## config.mk

```make
export PLATFORM = sky130hd
export DESIGN_NAME = counter_seq_ctrl
export DESIGN_NICKNAME = d
export VERILOG_FILES = /design/src/rtl/counter_seq_pkg.sv /design/src/rtl/counter_seq_dir.sv /design/src/rtl/counter_seq_ctrl.sv
export SDC_FILE = /design/constraint.sdc
export NUM_CORES = 1
export LEC_CHECK = 0
export CAP_MARGIN = 40
export CORE_ASPECT_RATIO = 0.6
export CORE_UTILIZATION = 35
export DETAILED_ROUTE_END_ITERATION = 8
export PLACE_DENSITY_LB_ADDON = 0.12
export SYNTH_ARGS = -nofsm -noshare
export SYNTH_HDL_FRONTEND = slang
export SYNTH_SLANG_ARGS = --single-unit
```

## constraint.sdc

```tcl
create_clock -name clock -period 3.1 [get_ports clock]
set_input_delay 0.62 -clock clock [delete_from_list [all_inputs] [get_ports clock]]
set_output_delay 0.62 -clock clock [all_outputs]
set_load 0.02 [all_outputs]
```

## src/rtl/counter_seq_pkg.sv

```systemverilog
// counter_seq_pkg: shared constants, mode encodings and the controller
// state type for the counter sequencer.
package counter_seq_pkg;

    // Default datapath geometry
    localparam int DEF_WIDTH  = 3;
    localparam int DEF_STEP_W = 4;

    // Command mode encodings (2'b11 is folded onto MODE_UP)
    localparam logic [1:0] MODE_UP     = 2'b00;
    localparam logic [1:0] MODE_DOWN   = 2'b01;
    localparam logic [1:0] MODE_BOUNCE = 2'b10;

    // Controller states
    typedef enum logic [1:0] {
        IDLE = 2'b00,
        RUN  = 2'b01,
        DONE = 2'b10
    } state_t;

    // Map a raw command mode onto one of the three supported modes
    function automatic logic [1:0] norm_mode(input logic [1:0] mode);
        logic [1:0] m;
        case (mode)
            MODE_UP:     m = MODE_UP;
            MODE_DOWN:   m = MODE_DOWN;
            MODE_BOUNCE: m = MODE_BOUNCE;
            default:     m = MODE_UP;
        endcase
        return m;
    endfunction

endpackage

```

## src/rtl/counter_seq_dir.sv

```systemverilog
// counter_seq_dir: combinational stepping rule for the sequencer.
// Given the mode, the stored bounce direction and the current count it
// returns the effective (post-flip) direction of the step taken from this
// count, the count after that step, and the effective direction of the
// step after it. The last output lets the controller register cnt_up one
// full cycle ahead of the edge that uses it.
module counter_seq_dir
    import counter_seq_pkg::*;
#(
    parameter int WIDTH = DEF_WIDTH
) (
    input  logic [1:0]       mode,
    input  logic             dir,
    input  logic [WIDTH-1:0] count,
    output logic             eff_dir,
    output logic [WIDTH-1:0] next_count,
    output logic             next_dir
);

    localparam logic [WIDTH-1:0] CNT_MAX = {WIDTH{1'b1}};
    localparam logic [WIDTH-1:0] CNT_MIN = {WIDTH{1'b0}};
    localparam logic [WIDTH-1:0] CNT_ONE = WIDTH'(1'b1);

    // Direction of the step leaving the current count (bounce flips at the ends)
    always_comb begin
        eff_dir = 1'b1;
        case (mode)
            MODE_UP: begin
                eff_dir = 1'b1;
            end
            MODE_DOWN: begin
                eff_dir = 1'b0;
            end
            MODE_BOUNCE: begin
                if (dir && (count == CNT_MAX)) begin
                    eff_dir = 1'b0;
                end else if (!dir && (count == CNT_MIN)) begin
                    eff_dir = 1'b1;
                end else begin
                    eff_dir = dir;
                end
            end
            default: begin
                eff_dir = 1'b1;
            end
        endcase
    end

    // Count after one step, modulo 2^WIDTH
    always_comb begin
        next_count = count;
        if (eff_dir) begin
            next_count = count + CNT_ONE;
        end else begin
            next_count = count - CNT_ONE;
        end
    end

    // Direction of the following step, seen from the post-step count
    always_comb begin
        next_dir = 1'b1;
        case (mode)
            MODE_UP: begin
                next_dir = 1'b1;
            end
            MODE_DOWN: begin
                next_dir = 1'b0;
            end
            MODE_BOUNCE: begin
                if (eff_dir && (next_count == CNT_MAX)) begin
                    next_dir = 1'b0;
                end else if (!eff_dir && (next_count == CNT_MIN)) begin
                    next_dir = 1'b1;
                end else begin
                    next_dir = eff_dir;
                end
            end
            default: begin
                next_dir = 1'b1;
            end
        endcase
    end

endmodule

```

## src/rtl/counter_seq_ctrl.sv

```systemverilog
// counter_seq_ctrl: command-driven sequencer for the up/down counter.
// Accepts (mode, steps) over valid/ready and issues exactly that many
// registered enable pulses with a registered direction, while keeping a
// shadow copy of the count. Optional feature macro: COUNTER_SEQ_PAUSE_EN
// (adds the pause input that holds stepping during RUN).
module counter_seq_ctrl
    import counter_seq_pkg::*;
#(
    parameter int WIDTH  = DEF_WIDTH,
    parameter int STEP_W = DEF_STEP_W
) (
    input  logic              clock,
    input  logic              clear,
    input  logic              cmd_valid,
    output logic              cmd_ready,
    input  logic [1:0]        cmd_mode,
    input  logic [STEP_W-1:0] cmd_steps,
`ifdef COUNTER_SEQ_PAUSE_EN
    input  logic              pause,
`endif
    output logic              cnt_en,
    output logic              cnt_up,
    output logic [WIDTH-1:0]  count,
    output logic              busy,
    output logic              done
);

    localparam logic [STEP_W-1:0] STEPS_ZERO = {STEP_W{1'b0}};
    localparam logic [STEP_W-1:0] STEPS_ONE  = STEP_W'(1'b1);
    localparam logic [WIDTH-1:0]  CNT_ZERO   = {WIDTH{1'b0}};

    state_t            state_r;
    logic [1:0]        mode_r;
    logic [STEP_W-1:0] steps_left_r;
    logic              dir_r;
    logic [WIDTH-1:0]  count_r;
    logic              cnt_en_r;
    logic              cnt_up_r;
    logic              busy_r;
    logic              done_r;
    logic              cmd_ready_r;

    logic              pause_s;
    logic              accept_s;
    logic [1:0]        dir_mode_s;
    logic              eff_dir_s;
    logic [WIDTH-1:0]  next_count_s;
    logic              next_dir_s;

`ifdef COUNTER_SEQ_PAUSE_EN
    assign pause_s = pause;
`else
    assign pause_s = 1'b0;
`endif

    assign accept_s = cmd_valid & cmd_ready_r;

    // In IDLE the stepping rule looks at the incoming command so the first
    // cnt_up is right on the accepting edge; afterwards it uses the latched mode
    always_comb begin
        dir_mode_s = mode_r;
        if (state_r == IDLE) begin
            dir_mode_s = norm_mode(cmd_mode);
        end else begin
            dir_mode_s = mode_r;
        end
    end

    counter_seq_dir #(
        .WIDTH (WIDTH)
    ) u_dir (
        .mode       (dir_mode_s),
        .dir        (dir_r),
        .count      (count_r),
        .eff_dir    (eff_dir_s),
        .next_count (next_count_s),
        .next_dir   (next_dir_s)
    );

    // Controller FSM: all outputs registered. A step happens on every edge
    // that sees cnt_en_r high, so the shadow count moves on exactly the same
    // edges as the external counter.
    always_ff @(posedge clock) begin
        if (clear) begin
            state_r      <= IDLE;
            mode_r       <= MODE_UP;
            steps_left_r <= STEPS_ZERO;
            dir_r        <= 1'b1;
            count_r      <= CNT_ZERO;
            cnt_en_r     <= 1'b0;
            cnt_up_r     <= 1'b1;
            busy_r       <= 1'b0;
            done_r       <= 1'b0;
            cmd_ready_r  <= 1'b1;
        end else begin
            case (state_r)
                IDLE: begin
                    done_r <= 1'b0;
                    if (accept_s) begin
                        mode_r       <= norm_mode(cmd_mode);
                        steps_left_r <= cmd_steps;
                        busy_r       <= 1'b1;
                        cmd_ready_r  <= 1'b0;
                        if (cmd_steps != STEPS_ZERO) begin
                            state_r  <= RUN;
                            cnt_en_r <= 1'b1;
                            cnt_up_r <= eff_dir_s;
                        end else begin
                            state_r  <= DONE;
                            cnt_en_r <= 1'b0;
                            done_r   <= 1'b1;
                        end
                    end else begin
                        busy_r      <= 1'b0;
                        cmd_ready_r <= 1'b1;
                        cnt_en_r    <= 1'b0;
                    end
                end
                RUN: begin
                    if (cnt_en_r) begin
                        // the counter steps on this edge; mirror it
                        count_r      <= next_count_s;
                        steps_left_r <= steps_left_r - STEPS_ONE;
                        if (mode_r == MODE_BOUNCE) begin
                            dir_r <= eff_dir_s;
                        end else begin
                            dir_r <= dir_r;
                        end
                        if (steps_left_r == STEPS_ONE) begin
                            state_r  <= DONE;
                            cnt_en_r <= 1'b0;
                            done_r   <= 1'b1;
                        end else begin
                            cnt_en_r <= ~pause_s;
                            cnt_up_r <= next_dir_s;
                        end
                    end else begin
                        // paused cycle: nothing moves, just re-arm
                        cnt_en_r <= ~pause_s;
                        cnt_up_r <= eff_dir_s;
                    end
                end
                DONE: begin
                    state_r     <= IDLE;
                    done_r      <= 1'b0;
                    busy_r      <= 1'b0;
                    cmd_ready_r <= 1'b1;
                    cnt_en_r    <= 1'b0;
                end
                default: begin
                    state_r     <= IDLE;
                    done_r      <= 1'b0;
                    busy_r      <= 1'b0;
                    cmd_ready_r <= 1'b1;
                    cnt_en_r    <= 1'b0;
                end
            endcase
        end
    end

    assign cnt_en    = cnt_en_r;
    assign cnt_up    = cnt_up_r;
    assign count     = count_r;
    assign busy      = busy_r;
    assign done      = done_r;
    assign cmd_ready = cmd_ready_r;

endmodule

```

==> flow_summary.json <==
{
  "yosys.area.top_type": "dfxtp_1",
  "period_needed_ns": 2.88,
  "synthTopCellsByCount": "nand2_1 (18), dfxtp_1 (17), a21oi_1 (13), nor2_1 (12)",
  "ys_warn_count": 0,
  "critPathCaptureType": "flop",
  "comb_power_share": 0.291,
  "grt_start_max_net_pins": 18,
  "min_period_over_period": 0.930,
  "cp-start-kind": "input port",
  "routedWlPerCell_um": 12.9,
  "setup_viol": 0,
  "cts.sinks": 17,
  "area_growth_pct": 27.7,
  "vias_per_cell": 5.25,
  "grt-ovfl-total": 0,
  "finalHoldViolations": 0,
  "top_layer": "met4",
  "cts_tree": "built",
  "drc": 0,
  "die_x_um": 69.9,
  "fin_util": 0.483,
  "async_flop_share": 0,
  "drive_gt1_frac": 0.0922,
  "required_ns": 3.28,
  "switching_share": 0.318,
  "grt_pass1_vias": 755,
  "clk_pin_slew_ns": 0.06,
  "postSynthCellCount": 121,
  "first_iter_violations": 65,
  "synth_fp_nets": 136,
  "crit_fanout": 4,
  "die_h_um": 42.7,
  "synth_seq_area_share": 0.352,
  "arrival_ns": 3.06,
  "skew_ns": 0.00113,
  "grt_usage": 0.165,
  "rsz0062_at_grt": "no",
  "vias": 909,
  "gp_congestion": 0.818,
  "crit_type": "in2reg",
  "clkPwrFrac": 0.276,
  "fmaxAchievable_mhz": 347,
  "power_leakage_nw": 0.471,
  "hp-class": "reg2reg",
  "clk_latency_ns": 0.25,
  "avgSynthCellArea_um2": 7.99,
  "dr.pass1.iters": 5,
  "yosys_most_used_dff": "dfxtp_1",
  "yosysTopAreaCellShare": 0.352,
  "antenna_found_initial": 0,
  "met1_length_um": 1270,
  "ys_types": 40,
  "slew_violations": 0,
  "antenna_left": 0,
  "p_switching_mw": 0.192,
  "cts_root_buf": "clkbuf_8",
  "cts_setup_buffers": 0,
  "die_area_mm2": 0.00298,
  "nNetsFinal": 157,
  "power_mw": 0.604,
  "rows": 14,
  "p_per_area_mw_per_mm2": 489,
  "start_util": 0.378,
  "peakVddDrop_mv": 0.188,
  "h-tree-depth": 1,
  "wl_met2_um": 788,
  "wirelength_um": 2230,
  "synth_area_um2": 967,
  "synth.most_common_cell": "nand2_1",
  "portBuffers": 16,
  "wl_met3_um": 154,
  "nFillCells": 259,
  "worst_pin_slew_ns": 0.651,
  "core-area_mm2": 0.00256,
  "clock_path_buffers": 2,
  "p_seq_frac": 0.433,
  "relSlewSlack": 0.565,
  "antenna_cells": 0,
  "io_pins": 17,
  "synthTopCellsByArea": "dfxtp_1 (35%), nand2_1 (7.0%), a21oi_1 (6.7%)",
  "ys_seq_elements": 17,
  "cts_buffers": 3,
  "grt_pass1_wl_um": 3710,
  "cap_viol_max_count": 0,
  "status": "finished clean",
  "dp_hpwl_um": 1700,
  "synth_edf_count": 0,
  "internal-power_mw": 0.412
}
-- through the flow --
stage          hold WS (ns)  cell area (um2)  instances  setup TNS, ns  worst slack (ns)
6_report              0.468             1230        173              0             0.217
5_1_grt               0.493             1230        173              0            0.0513
4_1_cts               0.472             1230        173              0             0.131
3_5_place_dp          0.463             1180        169        -0.0953           -0.0953
3_3_place_gp          0.460             1180        169        -0.0321           -0.0321
2_1_floorplan         0.445              967        121              0             0.459
-- state kept, by name, indices dropped and copies added (netlist names) --
signal	flops
busy	1
steps_left_r	4
done	1
dir_r	1
cnt_up	1
cmd_ready	1
state_r	2
count	3
mode_r	2
cnt_en	1
-- routing by layer --
metal | vias to the layer above | GRT usage
met2 | 28 | 0.198
met5 | - | 0
met1 | 413 | 0.259
met4 | 0 | 0.0480
li1 | 466 | -
met3 | 2 | 0.0618
-- cell type report --
| cell class | count | area (um2) | share of cell area |
|---|---|---|---|
| Sequential cell | 17 | 340 | 0.276 |
| Timing Repair Buffer | 20 | 190 | 0.154 |
| Clock buffer | 4 | 45.0 | 0.0365 |
| Multi-Input combinational cell | 94 | 597 | 0.483 |
| Tap cell | 32 | 40.0 | 0.0324 |
| Inverter | 6 | 22.5 | 0.0182 |
-- repair_timing --
action | 4_1_cts | 5_1_grt
resized for setup | 0 | 3
hold endpoints to repair | 0 | 0
endpoints found under the setup margin | 0 | 1
hold buffers | 0 | 0
-- kinds of logic (layout without fill, tap and decap cells) --
kind of cell | after synthesis | count (layout) | share of synthesized area
DFF | 17 | 17 | 0.352
and+or+nand+nor | 50 | 50 | 0.251
AOI/OAI and AO/OA | 34 | 34 | 0.233
xor gates and xnor gates | 2 | 2 | 0.0181
adders and majority gates | 6 | 6 | 0.0854
muxes | 2 | 2 | 0.0207
buffers and inverters | 10 | 30 | 0.0401
-- worst paths after layout --
kind | startpoint | endpoint | slack [ns] | cells past startpoint
max | cmd_mode[1] | cnt_up | 0.22 | 10
min reg2reg | busy | busy | 0.47 | 2
max reg2reg | count[1] | cnt_up | 0.53 | 9
min | busy | busy | 0.47 | 2
-- critical path: stages --
cell and delay, ns:
clkdlybuf4s50_1 0.47, nor2b_2 0.15, mux2i_1 0.10, o22a_2 0.26
fa_1 0.44, a2111oi_2 0.36, o21a_1 0.17, a2111oi_1 0.04
o311a_1 0.29, a31oi_1 0.15
-- power by group through the flow --
stage          Combinational [mW]  Clock [mW]  Sequential, mW
2_1_floorplan               0.102           0           0.273
3_3_place_gp                0.172           0           0.266
3_5_place_dp                0.173           0           0.266
4_1_cts                     0.175       0.172           0.261
5_1_grt                     0.196       0.185           0.265
6_report                    0.176       0.167           0.262
-- cells in the final DEF, fill, tap and decap left out, types with 2 or more instances in the layout --
cell              n
a21oi_1          13
a221oi_1          2
and2_1            2
and2b_1           2
buf_4             4
clkbuf_8          3
clkdlybuf4s50_1  16
dfxtp_1          17
ha_1              5
inv_1             4
inv_2             2
mux2i_1           2
nand2_1          18
nor2_1           12
nor2b_1           3
nor3_1            3
o21ai_0           5
or3_1             2
xnor2_1           2
(Power assumes the default switching activity.)
